[src/rtl/mem_arb_pkg.sv]
// mem_arb_pkg: shared FSM encoding and default widths for the two-port memory arbiter.
package mem_arb_pkg;
  typedef enum logic [1:0] {IDLE, ACCESS, RDWAIT} state_t;
  localparam int ADDR_W_DEF = 16;
  localparam int DATA_W_DEF = 32;
endpackage

[src/rtl/mem_arb_pick.sv]
// mem_arb_pick: picks the winning port (0 or 1) from two requests and the last-granted pointer.
// MEM_ARB_FIXED_PRIO_EN makes port 0 always win and ignores the pointer.
module mem_arb_pick (
  input  logic i_req0,
  input  logic i_req1,
  input  logic i_ptr,
  output logic o_winner
);
`ifdef MEM_ARB_FIXED_PRIO_EN
  // pointer only steers the don't-care no-request case
  assign o_winner = ~i_req0 & (i_req1 | i_ptr);
`else
  assign o_winner = (i_req0 & i_req1) ? ~i_ptr : i_req1;
`endif
endmodule

[src/rtl/mem_arb.sv]
// mem_arb: two-port (CPU/loader) single-memory arbiter, IDLE->ACCESS(->RDWAIT) per transaction.
// Round-robin by default; MEM_ARB_FIXED_PRIO_EN gives port 0 fixed priority.
module mem_arb
  import mem_arb_pkg::*;
#(
  parameter int ADDR_W = ADDR_W_DEF,
  parameter int DATA_W = DATA_W_DEF
) (
  input  logic              clk,
  input  logic              reset,
  input  logic              req0,
  input  logic              req1,
  input  logic              we0,
  input  logic              we1,
  input  logic [ADDR_W-1:0] addr0,
  input  logic [ADDR_W-1:0] addr1,
  input  logic [DATA_W-1:0] wdata0,
  input  logic [DATA_W-1:0] wdata1,
  output logic              gnt0,
  output logic              gnt1,
  output logic              rvalid0,
  output logic              rvalid1,
  output logic [DATA_W-1:0] rdata0,
  output logic [DATA_W-1:0] rdata1,
  output logic [ADDR_W-1:0] mem_address,
  output logic [DATA_W-1:0] mem_data_in,
  output logic              mem_write,
  input  logic [DATA_W-1:0] mem_data_out
);
  state_t            r_state, w_next;
  logic              r_win, r_we, r_rv0, r_rv1;
  logic [ADDR_W-1:0] r_addr;
  logic [DATA_W-1:0] r_wdata, r_rd0, r_rd1;
  logic              w_any, w_win, w_ptr, w_arb;

  assign w_any = req0 | req1;
  assign w_arb = (r_state == IDLE) & w_any;

`ifdef MEM_ARB_FIXED_PRIO_EN
  assign w_ptr = 1'b0;
`else
  logic r_last;
  // reset to 1 so the first contested arbitration favours port 0
  always_ff @(posedge clk or negedge reset)
    if (!reset) r_last <= 1'b1;
    else if (w_arb) r_last <= w_win;
  assign w_ptr = r_last;
`endif

  mem_arb_pick u_pick (
    .i_req0  (req0),
    .i_req1  (req1),
    .i_ptr   (w_ptr),
    .o_winner(w_win)
  );

  always_ff @(posedge clk or negedge reset)
    if (!reset) r_state <= IDLE;
    else r_state <= w_next;

  always_comb begin
    w_next = IDLE;
    w_next = (r_state == IDLE)   ? (w_any ? ACCESS : IDLE) :
             (r_state == ACCESS) ? (r_we ? IDLE : RDWAIT) : IDLE;
  end

  always_ff @(posedge clk or negedge reset)
    if (!reset) begin
      r_win   <= 1'b0;
      r_we    <= 1'b0;
      r_addr  <= '0;
      r_wdata <= '0;
      r_rv0   <= 1'b0;
      r_rv1   <= 1'b0;
      r_rd0   <= '0;
      r_rd1   <= '0;
    end else begin
      r_rv0 <= (r_state == RDWAIT) & ~r_win;
      r_rv1 <= (r_state == RDWAIT) & r_win;
      if (w_arb) begin
        r_win   <= w_win;
        r_we    <= w_win ? we1 : we0;
        r_addr  <= w_win ? addr1 : addr0;
        r_wdata <= w_win ? wdata1 : wdata0;
      end
      if (r_state == RDWAIT && !r_win) r_rd0 <= mem_data_out;
      if (r_state == RDWAIT && r_win) r_rd1 <= mem_data_out;
    end

  // address/data only change on arbitration, so they hold outside a transaction
  assign mem_address = r_addr;
  assign mem_data_in = r_wdata;
  assign mem_write   = (r_state == ACCESS) & r_we;
  assign gnt0        = (r_state == ACCESS) & ~r_win;
  assign gnt1        = (r_state == ACCESS) & r_win;
  assign rvalid0     = r_rv0;
  assign rvalid1     = r_rv1;
  assign rdata0      = r_rd0;
  assign rdata1      = r_rd1;
endmodule

[config.mk]
export PLATFORM = sky130hd
export DESIGN_NAME = mem_arb
export DESIGN_NICKNAME = d
export VERILOG_FILES = /design/src/rtl/mem_arb_pkg.sv /design/src/rtl/mem_arb_pick.sv /design/src/rtl/mem_arb.sv
export SDC_FILE = /design/constraint.sdc
export NUM_CORES = 1
export LEC_CHECK = 0
export ABC_AREA = 1
export BUFFER_PORTS_ARGS = -buffer_cell sky130_fd_sc_hd__buf_2
export CORE_AREA = 2 2 162 85
export DETAILED_ROUTE_END_ITERATION = 8
export DIE_AREA = 0 0 164 87
export GPL_TIMING_DRIVEN = 0
export PLACE_DENSITY = 0.78
export SLEW_MARGIN = 20
export SYNTH_ARGS = -nofsm -noshare
export SYNTH_HDL_FRONTEND = slang
export SYNTH_HIERARCHICAL = 1
export SYNTH_SLANG_ARGS = --single-unit
[constraint.sdc]
create_clock -name clk -period 1.4 [get_ports clk]
set_clock_uncertainty 0.2 [all_clocks]
set_input_delay 0.14 -clock clk [delete_from_list [all_inputs] [get_ports clk]]
set_output_delay 0.14 -clock clk [all_outputs]
set_load 0.01 [all_outputs]
==> flow_metrics.py, run 1 <==
metrics = {
    "global_route": {
        "antenna_found_initial": 0,
        "grt_pass1_vias": 6328,
        "track_usage": 0.2770,
        "grt-ovfl-total": 0,
        "grt_pass1_wl_um": 30630,
        "grt_max_degree": 79,
    },
    "sta": {
        "setup_viol": 81,
        "fmax_ghz": 0.6442,
        "worst_slew_pin_slew_ns": 0.4444,
        "drv_slew": 0,
        "fin_crit_sh": 1.109,
        "hold_viol_final": 0,
        "hold_ws_ns": 0.04611,
        "slew_headroom": 0.7038,
        "final.setup.worst_slack_ns": -0.1524,
        "min_period_ns": 1.552,
        "finalSetupTns_ns": -5.050,
        "rsz0062_at_grt": "true",
    },
    "clock_network": {
        "htreeDepth": 4,
        "clock_latency_ns": 0.39,
        "clk_pin_slew_ns": 0.06,
        "clock-sinks": 119,
        "cts_tree": "yes",
        "cts_max_path_buffers": 2,
        "cts_root_buffer": "clkbuf_16",
        "numCtsBuffers": 17,
    },
    "placement": {
        "io_buffers": 250,
        "place_hpwl_um": 12030,
        "gp_congestion": 0.8222,
    },
    "pwr": {
        "clockPowerShare": 0.243,
        "share_comb_of_total_power": 0.428,
        "power.switching_mw": 7.270,
        "p_leak_nw": 5.171,
        "sequentialPowerShare": 0.329,
        "power_density_nw_per_um2": 2027,
        "p_sw_frac": 0.3924,
        "vdd_drop_max_uv": 887.5,
        "p_int_mw": 11.25,
    },
    "critical_path": {
        "cp_data_required_time_ns": 1.06,
        "slowest_stage": "dfrtp_1",
        "critPathLaunchType": "flop",
        "cpPeakStageDelay_ns": 0.42,
        "crit_fanout": 4,
        "path_class": "flop to output port",
        "crit_chain": "inv_4 > nand2_4 > nor2_1 > buf_2",
        "endpoint_kind": "output port",
        "crit_arrival_ns": 1.21,
    },
    "detailed_routing": {
        "drc": 0,
        "drt-vias-per-instance": 4.913,
        "drt_first_pass_iters": 5,
        "wl_um": 20310,
        "final_antenna_net_count": 0,
        "vias": 6293,
        "wl_per_cell_um": 15.85,
        "drt_iter0_drc": 421,
    },
    "synthesis": {
        "yosys_warnings": 6,
        "synth_seq_cells": 119,
        "syn-num-nets": 808,
        "postSynthCellCount": 674,
        "postSynthAreaPerCell_um2": 7.788,
        "yosysUniqueCellTypes": 18,
        "syn-cell-area_um2": 5249,
        "seq_area_frac_synth": 0.5676,
    },
    "run_status": {
        "status": "finished, violations left",
        "violations": "setup timing",
    },
    "die": {
        "io_pins": 251,
        "die_h_um": 87,
        "rows": 30,
        "dieArea_um2": 14270,
        "die_w_um": 164,
        "core_region_area_um2": 13030,
        "start_util": 0.4030,
    },
    "final_layout": {
        "n_antenna_cell": 0,
        "drive_gt1_frac": 0.3448,
        "nNetsFinal": 1226,
        "syn2layout_area_growth_pct": 74.11,
    },
    "flow_run": {
        "maxCapViolCount": 0,
    },
    "min_path": {
        "worstHoldPathType": "input port to async pin",
    },
}
sequential cells by signal, summed over array words and instances (netlist names), 2 cells and up:
| signal | count |
|---|---|
| mem_address | 16 |
| rdata0 | 32 |
| mem_data_in | 32 |
| rdata1 | 32 |
| r_state | 2 |
worst max-delay path: cells and delay by family (launching register included):
| kind | cells | cell delay [ns] |
|---|---|---|
| simple gates | 2 | 0.17 |
| flops | 1 | 0.42 |
| buf+inv | 2 | 0.22 |
logic make-up (layout without fill, tap and decap cells):
family / Yosys count / in the layout / synth area share
flops: 119 / 119 / 0.5676
simple gates: 504 / 504 / 0.3812
buf+inv: 50 / 481 / 0.04958
compound gates: 1 / 1 / 0.001669
power by group through the flow:
stage	clock network [mW]	logic (mW)	registers, mW
floorplan	0	2.94	6.74
global placement	0	6.46	6.00
detailed placement	0	6.66	6.01
CTS	4.55	7.40	6.02
global route	4.68	8.71	6.25
finish	4.51	7.93	6.09
routing by layer:
metal	vias up	track usage	part of all wire
li1	2910	-	-
met1	2968	0.3481	0.43
met2	360	0.4641	0.46
met3	55	0.06759	0.086
met4	0	0.1148	0.026
met5	-	0	0
synth_stat cells (all sizes together):
master	instances	area, µm²
a21oi	1	8.760
buf	34	200.2
clkbuf	6	22.52
dfrtp	118	2953
dfstp	1	26.28
inv	10	37.54
nand2	462	1739
nand3	3	25.02
nand4	32	200.2
nor2	7	36.29
final timing paths:
path | start | to | slack [ns] | depth (start not counted)
setup / recovery | r_state[1] | mem_write | -0.15 | 4
hold / removal | reset | mem_address[3] | 0.05 | 2
setup reg to reg | r_last | mem_address[12] | -0.15 | 8
hold reg to reg | rdata0[6] | rdata0[6] | 0.27 | 2
max in group asynchronous | reset | r_last | 0.18 | 3
min in group clk | req0 | r_last | 0.14 | 5
layout by cell type (no fill, tap or decap), drive strengths merged:
cell | Yosys | layout
nand2 | 462 | 462
nand3 | 3 | 3
a21oi | 1 | 1
bufinv | 0 | 3
dlygate4sd3 | 0 | 133
clkinvlp | 0 | 2
nand4 | 32 | 32
inv | 10 | 12
buf | 34 | 300
dfrtp | 118 | 118
nor2 | 7 | 7
clkinv | 0 | 6
clkbuf | 6 | 25
dfstp | 1 | 1
area by class of cell:
cell class / count / area (µm²)
clock buffer: 19 / 432.9
buffer: 38 / 326.6
timing repair buffer: 401 / 2808
tap: 176 / 220.2
sequential: 119 / 2980
multi-input combinational: 505 / 2150
clock inverter: 13 / 173.9
inverter: 10 / 47.55
fill: 927 / 3886
stage by stage:
stage / power, mW / worst slack [ns] / instance area [µm²] / cells / utilization
finish: 18.52 / -0.1524 / 9139 / 1281 / 0.7016
global route: 19.63 / -0.2017 / 9139 / 1281 / 0.7016
CTS: 17.97 / -0.1966 / 8931 / 1277 / 0.6857
detailed placement: 12.68 / -0.3239 / 6758 / 1101 / 0.5188
global placement: 12.46 / -1.489 / 6724 / 1100 / 0.5162
floorplan: 9.680 / -0.02711 / 5253 / 674 / -
timing repair:
action,4_1_cts,5_1_grt
endpoints found under the setup margin,112,117
endpoints found under the hold margin,233,0
buffers inserted,11,3
cloned,1,2
pin swaps,4,20
hold buffers,133,0
gates resized for setup,45,53
No activity file was read; power rests on OpenSTA's default activity.
==> run 2: changes to the inputs <==
- CORE_AREA: 2 2 162 85 -> 2 2 88 153
- DIE_AREA: 0 0 164 87 -> 0 0 90 155
==> flow_metrics.py, run 2 (same netlist as run 1, synthesis figures left out) <==
metrics = {
    "run_status": {
        "status": "finished, violations left",
        "violations": "DRC, setup timing",
    },
    "die": {
        "dieArea_um2": 13950,
        "start_util": 0.4101,
        "die_h_um": 155,
        "die_w_um": 90,
        "core_region_area_um2": 12800,
        "rows": 55,
        "io_pins": 251,
    },
    "global_route": {
        "grt-ovfl-total": 0,
        "grt_pass1_vias": 6410,
        "antenna_found_initial": 0,
        "grt_max_degree": 70,
        "grt_pass1_wl_um": 30830,
        "track_usage": 0.2788,
    },
    "detailed_routing": {
        "wl_um": 20010,
        "drt_first_pass_iters": 7,
        "vias": 6229,
        "final_antenna_net_count": 0,
        "drc": 2,
        "wl_per_cell_um": 15.72,
        "drt_iter0_drc": 352,
        "drt-vias-per-instance": 4.893,
    },
    "sta": {
        "min_period_ns": 1.547,
        "rsz0062_at_grt": "true",
        "drv_slew": 0,
        "hold_viol_final": 0,
        "fin_crit_sh": 1.105,
        "slew_headroom": 0.6666,
        "fmax_ghz": 0.6466,
        "setup_viol": 82,
        "worst_slew_pin_slew_ns": 0.5001,
        "final.setup.worst_slack_ns": -0.1466,
    },
    "pwr": {
        "clockPowerShare": 0.236,
        "p_total_mw": 18.15,
        "share_comb_of_total_power": 0.431,
        "vdd_drop_max_uv": 1100,
        "p_int_mw": 11.01,
        "sequentialPowerShare": 0.333,
        "p_sw_frac": 0.3933,
        "p_leak_nw": 5.156,
        "power_density_nw_per_um2": 1989,
        "power.switching_mw": 7.136,
    },
    "final_layout": {
        "nNetsFinal": 1222,
        "layout_common_cells": "426 x nand2_1, 257 x buf_2, 133 x dlygate4sd3_1",
        "final_area_um2": 9121,
        "final_common_cell": "nand2_1",
        "syn2layout_area_growth_pct": 73.78,
        "drive_gt1_frac": 0.3497,
        "final.fill_count": 907,
    },
    "critical_path": {
        "crit_fanout": 10,
        "crit_arrival_ns": 1.63,
        "rrSetupSlack_ns": -0.15,
        "path_class": "flop to flop",
        "cp_data_required_time_ns": 1.49,
        "critPathLaunchType": "flop",
        "endpoint_kind": "flop",
    },
    "placement": {
        "gp_congestion": 0.8459,
        "io_buffers": 250,
        "placed_area_um2": 6751,
        "place_hpwl_um": 11320,
    },
    "clock_network": {
        "cts_tree": "yes",
        "numCtsBuffers": 17,
        "cts_max_path_buffers": 2,
        "clock-sinks": 119,
        "htreeDepth": 4,
        "clk_pin_slew_ns": 0.06,
        "clock_latency_ns": 0.40,
        "cts_root_buffer": "clkbuf_16",
    },
    "flow_run": {
        "maxCapViolCount": 0,
    },
    "min_path": {
        "worstHoldPathType": "input port to async pin",
    },
}
run 2: what timing repair did:
action | 4_1_cts | 5_1_grt
gates resized for setup | 41 | 83
setup buffers | 8 | 1
pin swaps | 4 | 19
cloned | 2 | 2
hold buffers | 133 | 0
endpoints found under the setup margin | 105 | 118
endpoints found under the hold margin | 234 | 0
run 2: final timing paths:
kind / endpoint / cells past startpoint / startpoint
min: rdata0[19] / 2 / reset
min in group clk: r_state[0] / 4 / req1
min reg2reg: r_state[1] / 1 / r_we
max in group asynchronous: mem_data_in[23] / 3 / reset
max reg2reg: mem_address[1] / 7 / r_last
max: mem_address[1] / 7 / r_last
run 2: critical path, cell delays in order (launching register included):
cell,delay (ns)
dfstp_2,0.55
a21oi_4,0.09
buf_4,0.15
buf_8,0.13
nand2_1,0.08
nand2_1,0.09
nand2_1,0.09
nand2_1,0.05
run 2: area by class of cell:
cell class | instances | area, µm² | share of cell area
inverter | 10 | 47.55 | 0.005213
sequential | 119 | 2982 | 0.3269
clock inverter | 13 | 146.4 | 0.01605
timing repair buffer | 397 | 2755 | 0.3021
buffer | 38 | 319.1 | 0.03498
antenna | 1 | 2.502 | 0.0002743
clock buffer | 19 | 442.9 | 0.04856
tap | 171 | 214.0 | 0.02346
multi-input combinational | 505 | 2212 | 0.2425
run 2: metrics by stage:
stage | setup slack (ns) | hold slack, ns | TNS [ns] | std cells | util
detailed placement | -0.2153 | -0.07207 | -9.289 | 1096 | 0.5275
CTS | -0.1955 | 0.05461 | -7.821 | 1270 | 0.6927
global placement | -1.501 | 0.1497 | -184.64 | 1095 | 0.5248
floorplan | -0.02711 | -0.3556 | -0.2704 | 674 | -
finish | -0.1466 | 0.05217 | -4.577 | 1273 | 0.7126
global route | -0.2012 | 0.08127 | -11.17 | 1272 | 0.7124
run 2: metal layers:
metal	wire [µm]	global-route usage	vias up
met5	0	0	-
met2	10890	0.5081	386
met4	1152	0.1890	0
met3	1292	0.06392	105
met1	6671	0.2796	2831
li1	-	-	2907
run 2: power by group through the flow:
stage	logic (mW)	clock network, mW	registers (mW)
after global routing	8.57	4.55	6.23
after floorplan	2.94	0	6.74
after detailed placement	6.60	0	5.98
after global placement	6.46	0	5.96
after CTS	7.29	4.37	5.96
final	7.81	4.29	6.04
